File: config.mk
export PLATFORM = sky130hd
export DESIGN_NAME = des_key_schedule_flat
export DESIGN_NICKNAME = d
export VERILOG_FILES = /design/src/rtl/des_key_schedule_if.sv /design/src/rtl/des_key_schedule.sv /design/src/flat_wrapper.sv
export SDC_FILE = /design/constraint.sdc
export NUM_CORES = 1
export LEC_CHECK = 0
export ABC_AREA = 1
export BUFFER_PORTS_ARGS = -buffer_cell sky130_fd_sc_hd__buf_4
export CELL_PAD_IN_SITES_DETAIL_PLACEMENT = 1
export CELL_PAD_IN_SITES_GLOBAL_PLACEMENT = 1
export CORE_AREA = 2 2 153 155
export DETAILED_ROUTE_END_ITERATION = 8
export DIE_AREA = 0 0 155 157
export PLACE_DENSITY = 0.58
export REMOVE_ABC_BUFFERS = 1
export SETUP_SLACK_MARGIN = 0.05
export SYNTH_ARGS = -nofsm -noshare
export SYNTH_HDL_FRONTEND = slang
export SYNTH_SLANG_ARGS = --single-unit
File: constraint.sdc
create_clock -name clk -period 2.7 [get_ports clk]
set_input_delay 0.135 -clock clk [delete_from_list [all_inputs] [get_ports clk]]
set_output_delay 0.135 -clock clk [all_outputs]
set_load 0.05 [all_outputs]
File: src/rtl/des_key_schedule_if.sv
// Key-in / subkey-out handshake bundle between the DES key scheduler and its neighbours.
interface des_key_schedule_if;
    logic        key_valid;
    logic        key_ready;
    logic [63:0] key;
    logic        mode;
    logic        abort;
    logic        subkey_valid;
    logic        subkey_ready;
    logic [47:0] subkey;
    logic [3:0]  round;
    logic        last;
    logic        key_err;

    modport master (
        output key_valid, key, mode, abort, subkey_ready,
        input  key_ready, subkey_valid, subkey, round, last, key_err
    );

    modport slave (
        input  key_valid, key, mode, abort, subkey_ready,
        output key_ready, subkey_valid, subkey, round, last, key_err
    );
endinterface

File: src/rtl/des_key_schedule.sv
// Iterative DES round-key generator: PC-1 on key load, one PC-2 subkey per handshake.
// Decrypt order comes from right-rotating C/D, so no subkey storage is kept.
//
// state   | meaning
// --------+---------------------------------------------------------------
// ST_IDLE | waiting for a key, key_ready=1
// ST_GEN  | presenting subkey for round counter q, subkey_valid=1
module des_key_schedule #(
    parameter int PARITY_CHECK = 0
) (
    input  logic               clk,
    input  logic               rst_n,
    des_key_schedule_if.slave  bus
);

    typedef enum logic {ST_IDLE, ST_GEN} state_t;

    localparam int PC1_TBL [56] = '{
        57, 49, 41, 33, 25, 17,  9,  1, 58, 50, 42, 34, 26, 18,
        10,  2, 59, 51, 43, 35, 27, 19, 11,  3, 60, 52, 44, 36,
        63, 55, 47, 39, 31, 23, 15,  7, 62, 54, 46, 38, 30, 22,
        14,  6, 61, 53, 45, 37, 29, 21, 13,  5, 28, 20, 12,  4
    };

    localparam int PC2_TBL [48] = '{
        14, 17, 11, 24,  1,  5,  3, 28, 15,  6, 21, 10,
        23, 19, 12,  4, 26,  8, 16,  7, 27, 20, 13,  2,
        41, 52, 31, 37, 47, 55, 30, 40, 51, 45, 33, 48,
        44, 49, 39, 56, 34, 53, 46, 42, 50, 36, 29, 32
    };

    function automatic logic [55:0] pc1(input logic [63:0] k);
        logic [55:0] o;
        o = '0;
        for (int i = 0; i < 56; i++) o[55-i] = k[64-PC1_TBL[i]];
        return o;
    endfunction

    function automatic logic [47:0] pc2(input logic [55:0] cd);
        logic [47:0] o;
        o = '0;
        for (int i = 0; i < 48; i++) o[47-i] = cd[56-PC2_TBL[i]];
        return o;
    endfunction

    // Rounds 1, 2, 9 and 16 rotate by one; all others by two.
    function automatic logic shift_is_two(input logic [4:0] rnd);
        return !(rnd == 5'd1 || rnd == 5'd2 || rnd == 5'd9 || rnd == 5'd16);
    endfunction

    function automatic logic [27:0] rot28(input logic [27:0] x, input logic right, input logic two);
        logic [27:0] o;
        case ({right, two})
            2'b00:   o = {x[26:0], x[27]};
            2'b01:   o = {x[25:0], x[27:26]};
            2'b10:   o = {x[0], x[27:1]};
            default: o = {x[1:0], x[27:2]};
        endcase
        return o;
    endfunction

    state_t      r_state;
    state_t      w_state_nxt;
    logic [27:0] r_c;
    logic [27:0] r_d;
    logic [3:0]  r_q;
    logic        r_mode;
    logic        r_key_err;

    logic        w_key_ready;
    logic        w_subkey_valid;
    logic        w_key_hs;
    logic        w_sub_hs;
    logic        w_parity_ok;
    logic [55:0] w_pc1;
    logic [4:0]  w_rnd_enc;
    logic [4:0]  w_rnd_dec;
    logic        w_two;
    logic [7:0]  w_byte_odd;

    always_comb begin
        for (int i = 0; i < 8; i++) w_byte_odd[i] = ^bus.key[8*i +: 8];
    end

    assign w_parity_ok = (PARITY_CHECK == 0) || (&w_byte_odd);
    assign w_key_hs    = w_key_ready && bus.key_valid && !bus.abort;
    assign w_sub_hs    = w_subkey_valid && bus.subkey_ready && !bus.abort;
    assign w_pc1       = pc1(bus.key);
    assign w_rnd_enc   = {1'b0, r_q} + 5'd2;
    assign w_rnd_dec   = 5'd16 - {1'b0, r_q};
    assign w_two       = r_mode ? shift_is_two(w_rnd_dec) : shift_is_two(w_rnd_enc);

    always_ff @(posedge clk or negedge rst_n) begin
        if (!rst_n) r_state <= ST_IDLE;
        else        r_state <= w_state_nxt;
    end

    always_comb begin
        w_state_nxt    = r_state;
        w_key_ready    = 1'b0;
        w_subkey_valid = 1'b0;
        case (r_state)
            ST_IDLE: begin
                w_key_ready = 1'b1;
                if (bus.key_valid && !bus.abort && w_parity_ok) w_state_nxt = ST_GEN;
            end
            ST_GEN: begin
                w_subkey_valid = 1'b1;
                if (bus.abort)                                 w_state_nxt = ST_IDLE;
                else if (bus.subkey_ready && r_q == 4'd15)     w_state_nxt = ST_IDLE;
            end
            default: w_state_nxt = ST_IDLE;
        endcase
    end

    always_ff @(posedge clk or negedge rst_n) begin
        if (!rst_n) begin
            r_c       <= '0;
            r_d       <= '0;
            r_q       <= '0;
            r_mode    <= 1'b0;
            r_key_err <= 1'b0;
        end else begin
            r_key_err <= w_key_hs && !w_parity_ok;
            if (bus.abort) begin
                r_q <= '0;
            end else if (w_key_hs && w_parity_ok) begin
                r_mode <= bus.mode;
                r_q    <= '0;
                // Decrypt starts at C16/D16, which equals C0/D0 after 28 total rotations.
                if (bus.mode) begin
                    r_c <= w_pc1[55:28];
                    r_d <= w_pc1[27:0];
                end else begin
                    r_c <= rot28(w_pc1[55:28], 1'b0, 1'b0);
                    r_d <= rot28(w_pc1[27:0],  1'b0, 1'b0);
                end
            end else if (w_sub_hs) begin
                if (r_q == 4'd15) begin
                    r_q <= '0;
                end else begin
                    r_q <= r_q + 4'd1;
                    r_c <= rot28(r_c, r_mode, w_two);
                    r_d <= rot28(r_d, r_mode, w_two);
                end
            end
        end
    end

    assign bus.key_ready    = w_key_ready;
    assign bus.subkey_valid = w_subkey_valid;
    assign bus.subkey       = (r_state == ST_GEN) ? pc2({r_c, r_d}) : 48'd0;
    assign bus.round        = (r_state == ST_GEN) ? (r_mode ? 4'd15 - r_q : r_q) : 4'd0;
    assign bus.last         = (r_state == ST_GEN) && (r_q == 4'd15);
    assign bus.key_err      = r_key_err;

endmodule

File: src/flat_wrapper.sv
// flat-port wrapper written by rule: the top's interface ports become plain ports
module des_key_schedule_flat 
#(
    parameter int PARITY_CHECK = 0
)
  (clk, rst_n, bus_key_valid, bus_key, bus_mode, bus_abort, bus_subkey_ready, bus_key_ready, bus_subkey_valid, bus_subkey, bus_round, bus_last, bus_key_err);
  des_key_schedule_if bus_i ();
  input  logic clk;
  input  logic rst_n;
  input wire logic [$bits(bus_i.key_valid)-1:0] bus_key_valid;
  input wire logic [$bits(bus_i.key)-1:0] bus_key;
  input wire logic [$bits(bus_i.mode)-1:0] bus_mode;
  input wire logic [$bits(bus_i.abort)-1:0] bus_abort;
  input wire logic [$bits(bus_i.subkey_ready)-1:0] bus_subkey_ready;
  output wire logic [$bits(bus_i.key_ready)-1:0] bus_key_ready;
  output wire logic [$bits(bus_i.subkey_valid)-1:0] bus_subkey_valid;
  output wire logic [$bits(bus_i.subkey)-1:0] bus_subkey;
  output wire logic [$bits(bus_i.round)-1:0] bus_round;
  output wire logic [$bits(bus_i.last)-1:0] bus_last;
  output wire logic [$bits(bus_i.key_err)-1:0] bus_key_err;
  assign bus_i.key_valid = bus_key_valid;
  assign bus_i.key = bus_key;
  assign bus_i.mode = bus_mode;
  assign bus_i.abort = bus_abort;
  assign bus_i.subkey_ready = bus_subkey_ready;
  assign bus_key_ready = bus_i.key_ready;
  assign bus_subkey_valid = bus_i.subkey_valid;
  assign bus_subkey = bus_i.subkey;
  assign bus_round = bus_i.round;
  assign bus_last = bus_i.last;
  assign bus_key_err = bus_i.key_err;
  des_key_schedule #(.PARITY_CHECK(PARITY_CHECK)) u_core (.clk(clk), .rst_n(rst_n), .bus(bus_i));
endmodule
==> run summary, run 1 <==
Drt first pass iters = 4
Die Span Y = 157 microns
Unrepaired setup endpoints after global routing = false
Buf+Inv Stages, Crit Path = 3
Worst-Margin Slew = 0.915 ns
Yosys warning total = 0
# port buffers = 116
Crit path top cell by count = nand2_1
CP top delay family = simple AND/OR/NAND/NOR gates
Longest Clk Path Bufs = 2
Clock Latency Late Sink = 0.34 ns
Synthesized area per cell = 5.90 sq um
Pin count of the biggest net entering global routing = 80
Max FO, Critical Path = 47
Crit path kind = flip-flop to flip-flop
Final Wtd Congestion = 0.719
Highest clock rate = 472 MHz
Slowest CP cell = dfrtp_1
DRT iter0 DRCs = 426
Share of cells above drive strength 1 = 15.6%
Final setup TNS = 0 ns
Num ports = 126
Via Count = 7159
Initial antenna violation count = 0
Row count = 55
Root Buffer = clkbuf_16
Dpl hpwl = 14200 microns
Crit path launch type = flip-flop
CTS H-tree lvls = 3
Vias in the first global route = 7062
Crit path cell chain = inv_1 -> ha_1 -> inv_1 -> o21ai_0 -> nand2_1 -> nand3_2 -> nor2_4 -> buf_12 -> nand2_1 -> nand3_1 -> o21ai_1 -> nand2_1
Outcome = complete, no violations
GRT overflow = 0
Critical Path AT = 2.39 ns
Total power = 5720 uW
Mapped Cells = 1022
WL final = 23100 microns
Fin nets = 1152
Leak Pwr = 0.00401 uW
EDFF count, synth = 0
Worst slew margin = 39.0%
TritonCTS Buffers = 9
Period utilisation layout = 78.5%
Detail Route Antenna Nets = 0
Pwr/cell area = 781 mW/mm^2
Core ar. = 0.0225 sq mm
Clock sinks = 62
Required @ worst endpoint = 2.97 ns
Vias per cell = 5.25
Residual DRC = 0
Mapped Area = 0.00603 sq mm
# Max-Cap Violations = 0
Post-CTS Setup Bufs = 0
DR WL/cell = 16.9 microns
Final Util = 32.5%
Clk_skew = 0.00879 ns
Die W = 155 microns
Layout Area Growth over Synthesis = 21.4%
Antenna Cells = 0
Min-Delay Path Class = primary input to flip-flop
Die Area = 0.0243 sq mm
Fin cells = 1364
CP Capture Type = flip-flop
Placed cell count = 1348
GRT Total Usage = 19.3%
Post-route setup slack = 0.581 ns
Final Max Tran Viols = 0
Max VDD drop = 0.285 mV
First-pass GRT wire length = 38300 microns
Final setup violation count = 0
Synth unique cells = 26
Setup WS pre-CTS = 0.570 ns
Primary FF master, synth = dfrtp_1
Async SR Flop Fraction = 100%
Final Critical Period = 2.12 ns
CP max stage delay = 0.48 ns
Final Hold Viols = 0
CTS tree = done
Sequential-to-total area share from yosys stat = 25.7%
Starting Density = 26.8%
Seq cells post-synth = 62
CTS clk-pin slew, worst paths = 0.06 ns
-- layout by cell type (no fill, tap or decap) --
cell,Yosys,layout
dlygate4sd3_1,0,1
clkbuf_8,0,1
nand3_1,166,164
o21ai_0,10,10
nand2_2,1,3
a31o_2,1,1
o32ai_1,1,1
inv_2,5,6
clkbuf_16,0,9
buf_12,0,8
clkinv_2,0,3
nand2_1,381,379
dfrtp_1,62,60
clkinv_1,0,1
o21ai_1,47,47
nor2_1,21,20
a21oi_1,26,26
o21a_1,1,1
o21bai_1,9,9
inv_4,1,1
nor2_4,4,5
nand3_2,0,2
clkbuf_1,47,3
nand4_1,57,57
dfrtp_2,0,2
inv_1,71,68
a31oi_1,47,47
conb_1,1,1
buf_4,7,127
ha_1,7,7
nand3b_1,9,9
-- what timing repair did --
action	in CTS	in global routing
hold buffers	1	0
gates resized for setup	0	0
endpoints found under the hold margin	62	0
-- worst paths after layout --
| path | start | end | slack (ns) | depth (start not counted) |
|---|---|---|---|---|
| max reg2reg | u_core.r_q[1] | u_core.r_c[3] | 0.58 | 12 |
| min in group asynchronous | rst_n | u_core.r_d[15] | 0.49 | 2 |
| min reg2reg | u_core.r_d[13] | u_core.r_d[13] | 0.57 | 2 |
| min | bus_abort | u_core.r_q[2] | 0.08 | 4 |
| max | u_core.r_q[1] | u_core.r_c[3] | 0.58 | 12 |
| max in group asynchronous | rst_n | u_core.r_mode | 1.57 | 2 |
-- layer usage --
layer / track usage (%) / vias to the layer above / wire (microns)
li1: - / 3515 / -
met1: 27.2 / 3487 / 11400
met2: 32.1 / 145 / 10700
met3: 1.82 / 12 / 768
met4: 3.88 / 0 / 182
met5: 0 / - / 0
-- cell usage after synthesis (all sizes together), types with 7 or more instances --
| cell | number | area share, % |
|---|---|---|
| a21oi | 26 | 2.2 |
| a31oi | 47 | 4.9 |
| buf | 47 | 5.0 |
| clkbuf | 47 | 2.9 |
| dfrtp | 62 | 26 |
| ha | 7 | 1.5 |
| inv | 77 | 4.8 |
| nand2 | 382 | 24 |
| nand3 | 166 | 14 |
| nand3b | 9 | 1.1 |
| nand4 | 57 | 5.9 |
| nor2 | 25 | 2.1 |
| o21ai | 57 | 4.7 |
| o21bai | 9 | 1.1 |
-- metrics by stage --
step                hold WS, ns  area [sq um]
floorplan                -0.161          5550
global placement          0.337          7050
detailed placement        0.344          7050
CTS                      0.0824          7320
global route              0.115          7320
finish                   0.0837          7320
-- registers in the layout, summed over array words and instances (netlist names) --
register and flops:
u_core.r_d 28, u_core.r_mode 1, u_core.r_state 1, u_core.r_q 4, u_core.r_c 28
-- cell families (layout without fill, tap and decap cells) --
family          count (synthesis)  after routing  synth area share [%]
simple gates                  639            639                  46.7
compound gates                142            142                  13.3
fa+ha+maj                       7              7                  1.45
flops                          62             62                  25.7
buf+inv                       171            228                  12.7
other cells                     1              1                0.0622
-- area by class of cell --
type	count	area, sq um
sequential	62	1550
fill	2943	15200
inverter	77	293
tap	285	357
multi-input combinational	789	3730
clock buffer	13	250
timing repair buffer	136	1120
clock inverter	2	10.0
-- worst min-delay path, cell delays in order --
cell	delay [ns]
buf_4	0.10
nor2_4	0.04
nand2_1	0.05
a21oi_1	0.06
-- power breakdown --
| group | total, uW | internal (uW) | switching [uW] | leakage, uW |
|---|---|---|---|---|
| Sequential | 2000 | 1290 | 712 | 0.000778 |
| Combinational | 2620 | 930 | 1690 | 0.00311 |
| Clock | 1100 | 640 | 456 | 0.000129 |
Note: power is estimated with default switching activity, not from simulation.
==> inputs of run 2 (changes only) <==
Settings changed: PLACE_DENSITY 0.58 to 0.6.
Clock period 2.7 ns to 1.81 ns, I/O delays scaled along.
==> run 2 against run 1 <==
Against the previous run: the flow now finishes with violations (negative setup slack); non-clock buffer count grew 49; design area is 18% higher; utilization up 5.7 points; combinational power rose by 90%; clock-buffer cell count fell by 1; sequential power up 55%; critical path depth is 2 higher; fmax rose by 6.7%; clock power is 47% higher; setup slack got worse by 0.76 ns; first-iteration DRC count decreased by 17%; highest routed layer unchanged; critical endpoint is now u_core.r_c[27]; critical path type unchanged; via count rose by 5.5%.
==> run summary, run 2 (synthesis results as in run 1) <==
CTS H-tree lvls = 3 (unchanged)
Crit path launch type = flip-flop
Vias in the first global route = 7659 (+8.5%)
Fin cells = 1412 (+3.5%)
Crit path kind = flip-flop to flip-flop
Dpl hpwl = 16200 microns (+14%)
WL final = 26500 microns (+15%)
Via Count = 7550 (+5.5%)
Core ar. = 0.0225 sq mm (unchanged)
Most common cell after layout, fill and taps aside = nand2_1
CTS clk-pin slew, worst paths = 0.05 ns (about the same)
Final setup TNS = -7.61 ns (-7.61 ns)
Layout Area Growth over Synthesis = 42.8%
Placed cell count = 1376 (+2.1%)
Outcome = finished, violations left
Clk_skew = 0.00628 ns (-0.00251 ns)
Drt first pass iters = 5 (+1)
Failing checks = negative setup slack
GRT Total Usage = 21.6% (+2.3 points)
Num ports = 126 (unchanged)
Longest Clk Path Bufs = 2 (unchanged)
Filler cell count = 2846 (-3.3%)
Leak Pwr = 0.00470 uW (+17%)
First-pass GRT wire length = 42100 microns (+9.9%)
Final Critical Period = 1.99 ns (-0.133 ns)
Vias per cell = 5.35 (+1.9%)
Max FO, Critical Path = 8 (-83%)
Die Area = 0.0243 sq mm (unchanged)
Worst slew margin = 66.5% (+28 points)
Clock Latency Late Sink = 0.34 ns (about the same)
Row count = 55 (unchanged)
GRT overflow = 0 (unchanged)
Starting Density = 26.8% (unchanged)
Worst R2R Setup Slack = -0.18 ns (-0.76 ns)
Commonest non-fill, non-tap cells in the layout = nand2_1 (341), buf_4 (149), nand3_1 (113), inv_1 (65), dfrtp_1 (58)
Root Buffer = clkbuf_16
Pwr/cell area = 1130 mW/mm^2 (+44%)
# Max-Cap Violations = 0 (unchanged)
Antenna Cells = 0 (unchanged)
Fin nets = 1201 (+4.3%)
CP Capture Type = flip-flop
Min-Delay Path Class = primary input to flip-flop
TritonCTS Buffers = 9 (unchanged)
Clock sinks = 62 (unchanged)
Max VDD drop = 0.401 mV (+41%)
Final Wtd Congestion = 0.777 (+8.1%)
Period utilisation layout = 110% (+31 points)
# port buffers = 116 (unchanged)
Initial antenna violation count = 0 (unchanged)
CTS tree = done
Final setup violation count = 57 (+57)
Highest clock rate = 504 MHz (+6.7%)
Pin count of the biggest net entering global routing = 66 (-18%)
Residual DRC = 0 (unchanged)
Die W = 155 microns (unchanged)
Worst-Margin Slew = 0.502 ns (-0.413 ns)
Largest regs = u_core.r_c: 28 flops, u_core.r_d: 28 flops, u_core.r_q: 4 flops
Critical Path AT = 2.26 ns (-0.13 ns)
Unrepaired setup endpoints after global routing = true
Die Span Y = 157 microns (unchanged)
DR WL/cell = 18.7 microns (+11%)
Share of cells above drive strength 1 = 30.5% (+15 points)
Post-route setup slack = -0.175 ns (-0.757 ns)
Required @ worst endpoint = 2.09 ns (-0.88 ns)
Final Max Tran Viols = 0 (unchanged)
Final Hold Viols = 0 (unchanged)
DRT iter0 DRCs = 352 (-17%)
Detail Route Antenna Nets = 0 (unchanged)
[run 2: cell count changes in the layout (fill, tap and decap cells not counted), moves of 10 or more]
cell | previous run | this run
nand3_1 | 164 | 113
nand3_2 | 2 | 52
nand2_1 | 379 | 341
nand2_2 | 3 | 29
buf_4 | 127 | 149
o21ai_2 | 0 | 18
o21ai_1 | 47 | 30
nand2_4 | 0 | 11
buf_12 | 8 | 18
[run 2: power breakdown]
part / internal, uW / total [uW] / leakage (uW) / switching, uW
combinational: 1980 / 4970 / 0.00380 / 2990
clock: 946 / 1620 / 0.000128 / 678
sequential: 1920 / 3100 / 0.000774 / 1180
total: 4840 / 9690 / 0.00470 / 4850
[run 2: area by class of cell]
cell class / count / area (sq um) / area share (%)
inverters: 77 / 300 / 3.49
multi-input cells: 789 / 4310 / 50.1
clock buffers: 12 / 246 / 2.86
well taps: 285 / 357 / 4.14
clock inverters: 2 / 10.0 / 0.116
flip-flops and latches: 62 / 1560 / 18.1
repair buffers: 185 / 1830 / 21.2
[run 2: final timing paths]
kind | cells after the start | end | from
max in group asynchronous | 3 | u_core.r_d[7] | rst_n
setup reg to reg | 14 | u_core.r_c[27] | u_core.r_q[1]
hold reg to reg | 2 | u_core.r_d[13] | u_core.r_d[13]
hold / removal | 4 | u_core.r_q[2] | bus_abort
setup / recovery | 14 | u_core.r_c[27] | u_core.r_q[1]
min in group asynchronous | 2 | u_core.r_d[16] | rst_n
[run 2: layer usage]
metal / track usage [%] / vias up / share of wire [%]
li1: - / 3621 / -
met1: 29.9 / 3732 / 47
met2: 35.5 / 164 / 48
met3: 2.29 / 33 / 3.2
met4: 6.75 / 0 / 2.0
met5: 0 / - / 0
[run 2: worst max-delay path, cell delays in order (launching register included)]
cell and delay (ns):
dfrtp_2 0.47, inv_4 0.12, ha_4 0.14, inv_4 0.04, nor2_2 0.11, nand2_1 0.08
nand2_2 0.09, nand3_4 0.12, nor2_4 0.17, buf_6 0.16, buf_12 0.14, nand2_1 0.07
nand3_2 0.07, o21ai_1 0.08, nand2_1 0.06
[run 2: repair_timing]
item | CTS | global route
endpoints found under the setup margin | 59 | 59
gates cloned | 6 | 2
hold endpoints to repair | 25 | 0
pin swaps | 10 | 51
gates resized for setup | 45 | 129
buffers inserted | 12 | 2
hold buffers | 1 | 0
[run 2: stage by stage]
stage / hold slack [ns] / cell area [sq um] / utilization [%] / power [uW] / worst slack [ns]
4_1_cts: 0.0440 / 8020 / 35.7 / 9160 / -0.0889
3_3_place_gp: 0.0779 / 7350 / 32.6 / 7070 / -0.115
5_1_grt: 0.0872 / 8600 / 38.2 / 10400 / -0.279
2_1_floorplan: -0.205 / 5550 / - / 5310 / -3.71
6_report: 0.0551 / 8600 / 38.2 / 9690 / -0.175
3_5_place_dp: 0.0714 / 7350 / 32.6 / 7120 / -0.134
==> inputs of run 3 (changes only) <==
Settings changed: REMOVE_ABC_BUFFERS 1 to default.
==> run 3 against run 2 <==
Against the previous run: the run still ends with negative setup slack left; sequential power hardly changed; clock skew is 0.00090 ns lower; largest cell class unchanged; largest power group unchanged; global-route usage is 1.1 points lower; highest routed layer unchanged; register-to-register slack hardly changed; setup slack better by 0.013 ns.
==> run summary, run 3 (synthesis results as in run 1) <==
Crit path kind = flip-flop to flip-flop
Final setup violation count = 56 (-1.8%)
Pwr/cell area = 1110 mW/mm^2 (-1.4%)
Highest clock rate = 507 MHz (+0.67%)
Largest regs = u_core.r_c: 28 flops, u_core.r_d: 28 flops, u_core.r_q: 4 flops
Clock Latency Late Sink = 0.34 ns (about the same)
WL met3 = 1250 microns (+49%)
Unrepaired setup endpoints after global routing = true
DR WL/cell = 19.2 microns (+2.7%)
WL final = 27200 microns (+2.8%)
Share of cells above drive strength 1 = 29.7% (-0.85 points)
Required @ worst endpoint = 2.04 ns (-0.05 ns)
Most common cell after layout, fill and taps aside = nand2_1
Initial antenna violation count = 0 (unchanged)
CTS H-tree lvls = 3 (unchanged)
RR Startpoint = u_core.r_q[1]
Final Hold Viols = 0 (unchanged)
Max VDD drop = 0.532 mV (+33%)
Final Critical Period = 1.97 ns (-0.0131 ns)
Outcome = finished, violations left
Crit path launch = u_core.r_q[1]
Detail Route Antenna Nets = 0 (unchanged)
CP max stage delay = 0.47 ns (about the same)
Final Util = 38.7% (+0.51 points)
Total power = 9690 uW (about the same)
Worst-Margin Slew = 0.519 ns (+0.0162 ns)
Syn_nets = 1099
Met1 wire length = 12900 microns (+3.0%)
Final setup TNS = -5.99 ns (+1.62 ns)
R2R Path End = u_core.r_c[15]
Die Span Y = 157 microns (unchanged)
Critical Path AT = 2.20 ns (-0.06 ns)
Clk_skew = 0.00538 ns (-0.000900 ns)
Pin count of the biggest net entering global routing = 66 (unchanged)
CTS clk-pin slew, worst paths = 0.06 ns (about the same)
# Max-Cap Violations = 0 (unchanged)
Layout Area Growth over Synthesis = 44.7%
Worst R2R Setup Slack = -0.16 ns (about the same)
Drt first pass iters = 5 (unchanged)
Max FO, Critical Path = 6 (-2)
GRT overflow = 0 (unchanged)
Dpl hpwl = 15800 microns (-2.5%)
Row count = 55 (unchanged)
First-pass GRT wire length = 40100 microns (-4.6%)
Commonest non-fill, non-tap cells in the layout = nand2_1 (344), buf_4 (138), nand3_1 (126), inv_1 (65)
Worst slew margin = 65.4% (-1.1 points)
Post-route setup slack = -0.162 ns (+0.0131 ns)
DRT iter0 DRCs = 538 (+53%)
Die W = 155 microns (unchanged)
GRT Total Usage = 20.6% (-1.1 points)
Met2 routed WL = 12800 microns (+1.6%)
# port buffers = 116 (unchanged)
Core ar. = 0.0225 sq mm (unchanged)
Crit path launch type = flip-flop
Slowest CP cell = dfrtp_2
Final Wtd Congestion = 0.780 (+0.31%)
Vias per cell = 5.36 (+0.28%)
Setup WS pre-CTS = -0.151 ns (-0.0168 ns)
Residual DRC = 0 (unchanged)
Leak Pwr = 0.00470 uW (about the same)
Num ports = 126 (unchanged)
Failing checks = negative setup slack
Final Max Tran Viols = 0 (unchanged)
Antenna Cells = 0 (unchanged)
Uppermost routed layer = met4
Crit path cell chain = inv_4 -> ha_4 -> nor2_2 -> nor2_2 -> nand2_1 -> nand2_2 -> nand3_4 -> nor2_4 -> buf_12 -> buf_16 -> nand2_2 -> nand3_2 -> o21ai_2 -> nand2_1
Fin nets = 1202 (+0.083%)
Via Count = 7582 (+0.42%)
CTS tree = done
Min-Delay Path Class = primary input to flip-flop
Period utilisation layout = 109% (-0.73 points)
Filler cell count = 2808 (-1.3%)
Crit path to = u_core.r_c[15]
Root Buffer = clkbuf_16
Starting Density = 26.8% (unchanged)
Die Area = 0.0243 sq mm (unchanged)
Longest Clk Path Bufs = 2 (unchanged)
Hold WS = 0.0323 ns (-0.0228 ns)
CP Capture Type = flip-flop
R2R depth = 14 (unchanged)
TritonCTS Buffers = 9 (unchanged)
Vias in the first global route = 7307 (-4.6%)
Clock sinks = 62 (unchanged)
run 3: changes by cell type in the layout (fill, tap and decap cells not counted), sizes merged:
| cell | change |
|---|---|
| buf | -6 |
| clkbuf | +10 |
| clkinv | -3 |
| inv | +1 |
run 3: layer usage:
| metal | GRT usage [%] | vias up |
|---|---|---|
| met4 | 4.85 | 0 |
| met1 | 29.1 | 3749 |
| met2 | 33.6 | 200 |
| met5 | 0 | - |
| li1 | - | 3613 |
| met3 | 2.29 | 20 |
run 3: what timing repair did:
item                                    in CTS  in global routing
resized for setup                           55                110
hold endpoints to repair                    27                  0
pin swaps                                    6                 76
gates cloned                                 4                 13
buffers inserted                             7                  3
hold buffers                                 1                  0
endpoints found under the setup margin      57                 59
run 3: how the worst min path moves through the flow:
stage / end / slack [ns] / cells after the start / startpoint
floorplan: u_core.r_c[0] / -0.21 / 0 / rst_n
global placement: u_core.r_d[15] / 0.07 / 1 / rst_n
detailed placement: u_core.r_d[15] / 0.08 / 1 / rst_n
CTS: u_core.r_q[2] / 0.03 / 4 / bus_abort
global route: u_core.r_q[2] / 0.04 / 4 / bus_abort
finish: u_core.r_q[2] / 0.03 / 4 / bus_abort
run 3: per-stage QoR:
| step | area, sq um | cells |
|---|---|---|
| final | 8720 | 1414 |
| after CTS | 8060 | 1402 |
| after detailed placement | 7370 | 1375 |
| after global routing | 8720 | 1414 |
| after global placement | 7370 | 1375 |
| after floorplan | 6050 | 1022 |
run 3: where the power goes:
group	switching [uW]	internal (uW)
Combinational	2950	1870
Sequential	1180	1920
Clock	694	1070
run 3: area by class of cell:
class,instances,area [sq um],share of cell area [%]
Multi-Input combinational cell,789,4280,49.0
Clock buffer,15,288,3.30
Tap cell,285,357,4.09
Sequential cell,62,1560,17.9
Inverter,77,300,3.44
Timing Repair Buffer,186,1940,22.3
run 3: critical path: cells and delay by family, from the launching register on:
kind | cells | cell delay [ns]
AO/OA/AOI/OAI | 1 | 0.14
adder cells (fa/ha/maj) | 1 | 0.16
buffers and inverters | 3 | 0.38
flip-flops | 1 | 0.47
AND/OR/NAND/NOR | 9 | 0.70
